==> config.mk <==
export PLATFORM = sky130hd
export DESIGN_NAME = rf_ctrl_3r1w
export DESIGN_NICKNAME = d
export VERILOG_FILES = /design/src/rtl/rf_pkg.sv /design/src/rtl/rf_read_lane.sv /design/src/rtl/rf_ctrl_3r1w.sv
export SDC_FILE = /design/constraint.sdc
export NUM_CORES = 1
export LEC_CHECK = 0
export CORE_AREA = 2 2 116 118
export CTS_CLUSTER_DIAMETER = 150
export DETAILED_ROUTE_END_ITERATION = 7
export DIE_AREA = 0 0 118 120
export PLACE_DENSITY = 0.84
export SYNTH_ARGS = -nofsm -noshare
export SYNTH_HDL_FRONTEND = slang
export SYNTH_SLANG_ARGS = --single-unit
==> constraint.sdc <==
create_clock -name clk -period 1.7 [get_ports clk]
set_input_delay 0.255 -clock clk [delete_from_list [all_inputs] [get_ports clk]]
set_output_delay 0.255 -clock clk [all_outputs]
set_load 0.01 [all_outputs]
==> src/rtl/rf_pkg.sv <==
// rtl/rf_pkg.sv - shared types and constants for the 3-read/1-write register-file controller
// Contents: rf_addr_t, RF_DEPTH, RF_ZERO_REG, rf_state_e.
package rf_pkg;

  localparam int RF_DEPTH = 32;

  typedef logic [4:0] rf_addr_t;

  localparam rf_addr_t RF_ZERO_REG = 5'd0;

  typedef enum logic {
    RF_INIT = 1'b0,
    RF_RUN  = 1'b1
  } rf_state_e;

endpackage

==> src/rtl/rf_read_lane.sv <==
// rtl/rf_read_lane.sv - one read port: address/hit capture and zero/bypass/RAM output select
// Ports:
//   clk, rst        clock, synchronous active-high reset
//   r_addr_i        read address issued in cycle t
//   init_i          controller is in the clear sweep during cycle t
//   we_eff_i        effective (gated) write enable in cycle t
//   w_addr_i        write address in cycle t
//   byp_data_i      shared registered copy of the cycle-t write data
//   ram_dout_i      RAM read data for this port, valid in cycle t+1
//   r_data_o        read result in cycle t+1
module rf_read_lane
  import rf_pkg::*;
#(
  parameter int WIDTH = 32
) (
  input  logic             clk,
  input  logic             rst,
  input  rf_addr_t         r_addr_i,
  input  logic             init_i,
  input  logic             we_eff_i,
  input  rf_addr_t         w_addr_i,
  input  logic [WIDTH-1:0] byp_data_i,
  input  logic [WIDTH-1:0] ram_dout_i,
  output logic [WIDTH-1:0] r_data_o
);

  rf_addr_t addr_q;
  logic     hit_q;
  logic     hit_d;
  logic     init_q;

  // The RAM returns old data when read and written in the same cycle, so
  // remember that the write targeted this address and substitute it later.
  assign hit_d = we_eff_i && (w_addr_i == r_addr_i);

  always_ff @(posedge clk) begin
    if (rst) begin
      addr_q <= RF_ZERO_REG;
      hit_q  <= 1'b0;
      // Treated as "still sweeping" so the output reads zero under reset.
      init_q <= 1'b1;
    end else begin
      addr_q <= r_addr_i;
      hit_q  <= hit_d;
      init_q <= init_i;
    end
  end

  always_comb begin
    r_data_o = ram_dout_i;
    if (init_q || (addr_q == RF_ZERO_REG)) begin
      r_data_o = '0;
    end else if (hit_q) begin
      r_data_o = byp_data_i;
    end
  end

endmodule

==> src/rtl/rf_ctrl_3r1w.sv <==
// rtl/rf_ctrl_3r1w.sv - register-file controller: clear sweep, r0 protection, write forwarding
// Ports:
//   clk, rst                   clock, synchronous active-high reset
//   r_addr0..2 / r_data0..2    read ports, 1-cycle latency
//   w_en, w_addr, w_data       writeback port
//   ready                      high once every entry has been cleared
//   ram_addr0..2, ram_dout0..2 RAM read side (RAM registers its output)
//   ram_addrw, ram_din, ram_wea RAM write side, combinational
module rf_ctrl_3r1w
  import rf_pkg::*;
#(
  parameter int WIDTH = 32,
  parameter int DEPTH = RF_DEPTH
) (
  input  logic             clk,
  input  logic             rst,
  input  rf_addr_t         r_addr0,
  input  rf_addr_t         r_addr1,
  input  rf_addr_t         r_addr2,
  output logic [WIDTH-1:0] r_data0,
  output logic [WIDTH-1:0] r_data1,
  output logic [WIDTH-1:0] r_data2,
  input  logic             w_en,
  input  rf_addr_t         w_addr,
  input  logic [WIDTH-1:0] w_data,
  output logic             ready,
  output rf_addr_t         ram_addr0,
  output rf_addr_t         ram_addr1,
  output rf_addr_t         ram_addr2,
  output rf_addr_t         ram_addrw,
  output logic [WIDTH-1:0] ram_din,
  output logic             ram_wea,
  input  logic [WIDTH-1:0] ram_dout0,
  input  logic [WIDTH-1:0] ram_dout1,
  input  logic [WIDTH-1:0] ram_dout2
);

  localparam rf_addr_t LAST_IDX = rf_addr_t'(DEPTH - 1);

  rf_state_e        state_q;
  rf_addr_t         clr_cnt_q;
  logic             ready_q;
  logic [WIDTH-1:0] byp_data_q;

  logic in_init;
  logic we_eff;

  assign in_init = (state_q == RF_INIT);
  // Writes are dropped during the sweep and never reach r0.
  assign we_eff  = !rst && (state_q == RF_RUN) && w_en && (w_addr != RF_ZERO_REG);

  always_ff @(posedge clk) begin
    if (rst) begin
      state_q    <= RF_INIT;
      clr_cnt_q  <= RF_ZERO_REG;
      ready_q    <= 1'b0;
      byp_data_q <= '0;
    end else begin
      byp_data_q <= w_data;
      case (state_q)
        RF_INIT: begin
          clr_cnt_q <= clr_cnt_q + 5'd1;
          if (clr_cnt_q == LAST_IDX) begin
            state_q <= RF_RUN;
            ready_q <= 1'b1;
          end
        end
        RF_RUN: begin
          state_q <= RF_RUN;
        end
        default: begin
          state_q <= RF_INIT;
        end
      endcase
    end
  end

  assign ready     = ready_q;
  assign ram_addr0 = r_addr0;
  assign ram_addr1 = r_addr1;
  assign ram_addr2 = r_addr2;
  assign ram_wea   = (!rst && in_init) || we_eff;
  assign ram_addrw = in_init ? clr_cnt_q : w_addr;
  assign ram_din   = in_init ? '0 : w_data;

  rf_read_lane #(.WIDTH(WIDTH)) u_lane0 (
    .clk        (clk),
    .rst        (rst),
    .r_addr_i   (r_addr0),
    .init_i     (in_init),
    .we_eff_i   (we_eff),
    .w_addr_i   (w_addr),
    .byp_data_i (byp_data_q),
    .ram_dout_i (ram_dout0),
    .r_data_o   (r_data0)
  );

  rf_read_lane #(.WIDTH(WIDTH)) u_lane1 (
    .clk        (clk),
    .rst        (rst),
    .r_addr_i   (r_addr1),
    .init_i     (in_init),
    .we_eff_i   (we_eff),
    .w_addr_i   (w_addr),
    .byp_data_i (byp_data_q),
    .ram_dout_i (ram_dout1),
    .r_data_o   (r_data1)
  );

  rf_read_lane #(.WIDTH(WIDTH)) u_lane2 (
    .clk        (clk),
    .rst        (rst),
    .r_addr_i   (r_addr2),
    .init_i     (in_init),
    .we_eff_i   (we_eff),
    .w_addr_i   (w_addr),
    .byp_data_i (byp_data_q),
    .ram_dout_i (ram_dout2),
    .r_data_o   (r_data2)
  );

endmodule

* Word level (Yosys, flattened, before mapping)
Index checks and enable logic that the tools add are counted.
** Storage, ports and cells
- Memories :: 0
- Bits in latches :: 0
- Word-level logic and storage cells :: 44
- Register bits :: 58
- Output and inout port bits :: 150
- Memory bits (read-only) :: 0
- Memory bits (writable) :: 0
** Operators by class
- $mul :: 0
- Muxes and demuxes :: 10
- Shift-type cells :: 0
- Divide/modulo/power cells :: 0
- Bitwise gates (word level) :: 1
- Add/sub/neg operators :: 1
- Reduce and logical (&&, ||, !) cells :: 17
- Eq/ne operators :: 4
- Order comparisons :: 0
** Operators with widths (count)
- 2-to-1 mux 32 bit :: 7
- == test 5 bit :: 3
- zero test 5 bit :: 3
- logical AND 1 bit :: 7
- adder 5 x 1 -> 5 bit (second input constant) :: 1
- == test 5 bit (second input constant) :: 1
- 2-to-1 mux 5 bit :: 1
- nonzero test 5 bit :: 1
- logical OR 1 bit :: 4
- case mux 1 bit (2 select lines) :: 1
- AND reduction 2 bit :: 1
- zero test 1 bit :: 1
- 2-to-1 mux 1 bit :: 1
- NOT 1 bit :: 1

* Longest topological paths before layout
- Depth in word-level cells :: 5
- Depth in mapped cells :: 5
- Gate-level depth less buffers :: 5

* Hierarchy
Synthesis repeated with hierarchy kept, for this count alone.
** Second synthesis, totals
- Cell total of the unflattened synthesis :: 435
- Area total of the unflattened synthesis :: 3828.7 um^2
** Modules (own cells, without submodules)
- rf_read_lane :: cells an instance 93, seq. area each 140.1 um^2, area each 759.5 um^2, instances 3
- rf_ctrl_3r1w :: cells an instance 156, seq. area each 780.7 um^2, area each 1550.2 um^2, instances 1

* Worst setup path before layout
Ideal clock, no wire load.
- Kind :: register -> output
- From :: register u_lane0.addr_q[0]
- To :: output port r_data0[10]
- Path slack :: 0.209 ns
- Stages on the path, launching flop included :: 5
- Required time :: 1.445 ns
- Data arrival time :: 1.236 ns
- Cells stage by stage :: dfxtp_1 or4_4 o21bai_4 buf_6 nor2_1
** Between the ends
- Word-level cells in the longest chain between the ends :: 3
** Ends and longest elaborated chain
- start, declared :: line rf_read_lane.sv:27 : rf_addr_t addr_q;
- start signal, assigned :: line rf_read_lane.sv:43 : addr_q <= r_addr_i;
- zero test 5 bit :: line rf_read_lane.sv:51 : if (init_q || (addr_q == RF_ZERO_REG)) begin
- logical OR 1 bit :: line rf_read_lane.sv:51
- 2-to-1 mux 32 bit :: line rf_read_lane.sv:51
- end, declared :: line rf_ctrl_3r1w.sv:20 : output logic [WIDTH-1:0] r_data0,
Every way passes these cells.

* Worst setup path after layout
- From :: register u_lane1.addr_q[0]
- To :: output port r_data1[20]
** Between the ends
- Word-level cells in the longest chain between the ends :: 3
** Ends and longest elaborated chain
- start, declared :: line rf_read_lane.sv:27
- start signal, assigned :: line rf_read_lane.sv:43
- zero test 5 bit :: line rf_read_lane.sv:51
- logical OR 1 bit :: line rf_read_lane.sv:51
- 2-to-1 mux 32 bit :: line rf_read_lane.sv:51
- end, declared :: line rf_ctrl_3r1w.sv:21 : output logic [WIDTH-1:0] r_data1,
Every way passes these cells.

==> out/qor.csv <==
metric,value,unit
die-area,14200,um2
worstMarginPinSlew,0.383,ns
start_util,0.294,
status,"finished, violations left",
nFillCells,994,
finalCriticalPeriod,2.19,ns
rsz0062_at_grt,yes,
root_buffer,clkbuf_16,
synth_area,3810,um2
hold_end,u_lane1.init_q,
gp_congestion,0.801,
drive_gt1_frac,0.377,
total_power,4.33,mW
clk_latency,0.33,ns
synth_warnings,0,
die_y,120,um
drtIter0Drc,123,
grt_max_degree,36,
fp.dieW,118,um
ios,301,
worst_ep_required_time,1.44,ns
postRouteAntennaNets,0,
r2r-end,clr_cnt_q[4],
ys_seq_elements,58,
min_path_type,in -> reg,
fin_cells,974,
r2r_slack,0.39,ns
gr-total-overflow,0,
grt_first_pass_wirelength,25700,um
dp_hpwl,12200,um
htree_levels,3,
finalSetupViolCount,96,
seq_area,1170,um2
violations,setup timing,
slew_headroom,0.737,
rows,42,
hold_viol,0,
placedCellCount,900,
cp-end-kind,primary output,
clkTransAtPathRegs,0.05,ns
syn_area_per_cell,8.76,um2
mostFrequentLayoutCells,"160 x clkdlybuf4s50_1, 98 x mux2i_1, 90 x buf_6",
multi_input_area,2790,um2
grt_pass1_vias,4575,
p_leak,3.56,nW
fmax,456,MHz
r2r_cells,5,
wl_per_cell,19.2,um
antenna_found_initial,0,
drc,0,
crit_path_start_kind,register,
cp_data_arrival_time,1.94,ns
max-cap-violations,0,
seq_area_frac_synth,0.305,
vias,4495,
vdd_ir_drop_max,0.669,mV
clock_skew,0.00438,ns
drtPass1Iterations,4,
period_share,1.29,
setup.worst_path.class,reg -> out,
mostFrequentLayoutCell,clkdlybuf4s50_1,
track_usage,0.237,
postCtsHoldBufs,0,
drv_slew,0,
via_per_inst,4.61,
core_area,13000,um2
dpl_worst_slack,-0.526,ns
fin_ws,-0.494,ns
path_max_fanout,6,
tritoncts,yes,
dpl-instance-area,7120,um2
clkSinkCount,58,
yosysUniqueCellTypes,28,
numPortBuffers,300,
cts-buffers-inserted,9,
hold_start,rst,
area_growth,127,%
whs_path_depth,3,
syn_nets,588,
n_antenna_cell,0,
worstReg2RegStart,clr_cnt_q[0],
post-route-cell-area,8630,um2
final_nets,947,
synth_cells,435,
routed_wl,18700,um
clk_path_buf_depth,2,
p_per_area,502,nW/um2
finish.utilization,0.665,
power by group:
part / internal, mW / switching, mW
Combinational: 0.475 / 0.268
Sequential: 1.43 / 0.0529
Clock: 1.46 / 0.653
registers in the layout, summed over array words and instances, names as in the netlist:
| name | flops |
|---|---|
| u_lane1.init_q | 1 |
| clr_cnt_q | 5 |
| u_lane2.addr_q | 5 |
| ready | 1 |
| u_lane1.addr_q | 5 |
| u_lane1.hit_q | 1 |
| u_lane2.hit_q | 1 |
| u_lane0.hit_q | 1 |
| u_lane0.addr_q | 5 |
| state_q | 1 |
| byp_data_q | 32 |
Yosys cell counts (all sizes together):
master,instances,area share
nor2,104,0.11
mux2i,98,0.26
dfxtp,58,0.30
nor2b,48,0.079
buf,35,0.073
and2,32,0.053
clkbuf,13,0.013
xnor2,10,0.023
xor2,8,0.018
mux2,5,0.015
or4,4,0.011
nand3,3,0.0039
nor4,3,0.0049
o21bai,3,0.015
a21oi,2,0.0026
ha,2,0.0066
inv,2,0.0020
and3,1,0.0016
nand2,1,0.00098
nand4b,1,0.0023
o2111ai,1,0.0039
o21ai,1,0.0013
critical path, cell delays in order (launching register included):
cell and delay [ns]:
dfxtp_1 0.29, or4_4 0.54, o21bai_4 0.22, buf_12 0.15, buf_12 0.12, buf_8 0.12
nor2_4 0.03, buf_6 0.12
layer usage:
| layer | vias to the layer above | share of wire | global-route usage |
|---|---|---|---|
| met4 | 0 | 0.019 | 0.0866 |
| met1 | 2110 | 0.39 | 0.262 |
| li1 | 2137 | - | - |
| met2 | 218 | 0.53 | 0.433 |
| met5 | - | 0 | 0 |
| met3 | 30 | 0.064 | 0.0661 |
worst max-delay path by stage:
| stage | from | endpoint | slack, ns | depth (start not counted) |
|---|---|---|---|---|
| floorplan | u_lane0.addr_q[0] | r_data0[10] | 0.21 | 4 |
| global placement | w_addr[2] | ram_wea | -0.58 | 5 |
| detailed placement | w_addr[2] | ram_wea | -0.53 | 5 |
| CTS | u_lane0.addr_q[4] | r_data0[21] | -0.66 | 9 |
| global route | u_lane0.addr_q[0] | r_data0[22] | -0.55 | 7 |
| finish | u_lane1.addr_q[0] | r_data1[20] | -0.49 | 7 |
timing repair:
item / CTS / global route
cloned: 5 / 1
setup endpoints to repair: 134 / 101
setup buffers: 40 / 21
gates resized for setup: 450 / 224
endpoints found under the hold margin: 0 / 0
pin swaps: 37 / 51
metrics by stage:
step | hold slack [ns] | TNS (ns)
after floorplan | 0.371 | 0
after global placement | 0.452 | -28.63
after detailed placement | 0.480 | -30.00
after CTS | 0.204 | -44.78
after global routing | 0.245 | -45.55
final | 0.234 | -40.10
logic make-up after synthesis:
family,share of synthesized area
AOI/OAI and AO/OA,0.0227
adders and majority gates,0.00657
buffers and inverters,0.0874
muxes,0.272
and+or+nand+nor,0.265
DFF,0.305
xor gates and xnor gates,0.0414
area by class of cell:
type,count,area share
Clock buffer,10,0.0277
Clock inverter,5,0.0119
Inverter,2,0.000870
Multi-Input combinational cell,327,0.323
Sequential cell,58,0.135
Tap cell,176,0.0255
Timing Repair Buffer,396,0.476
Power figures use the tool's default switching activity.
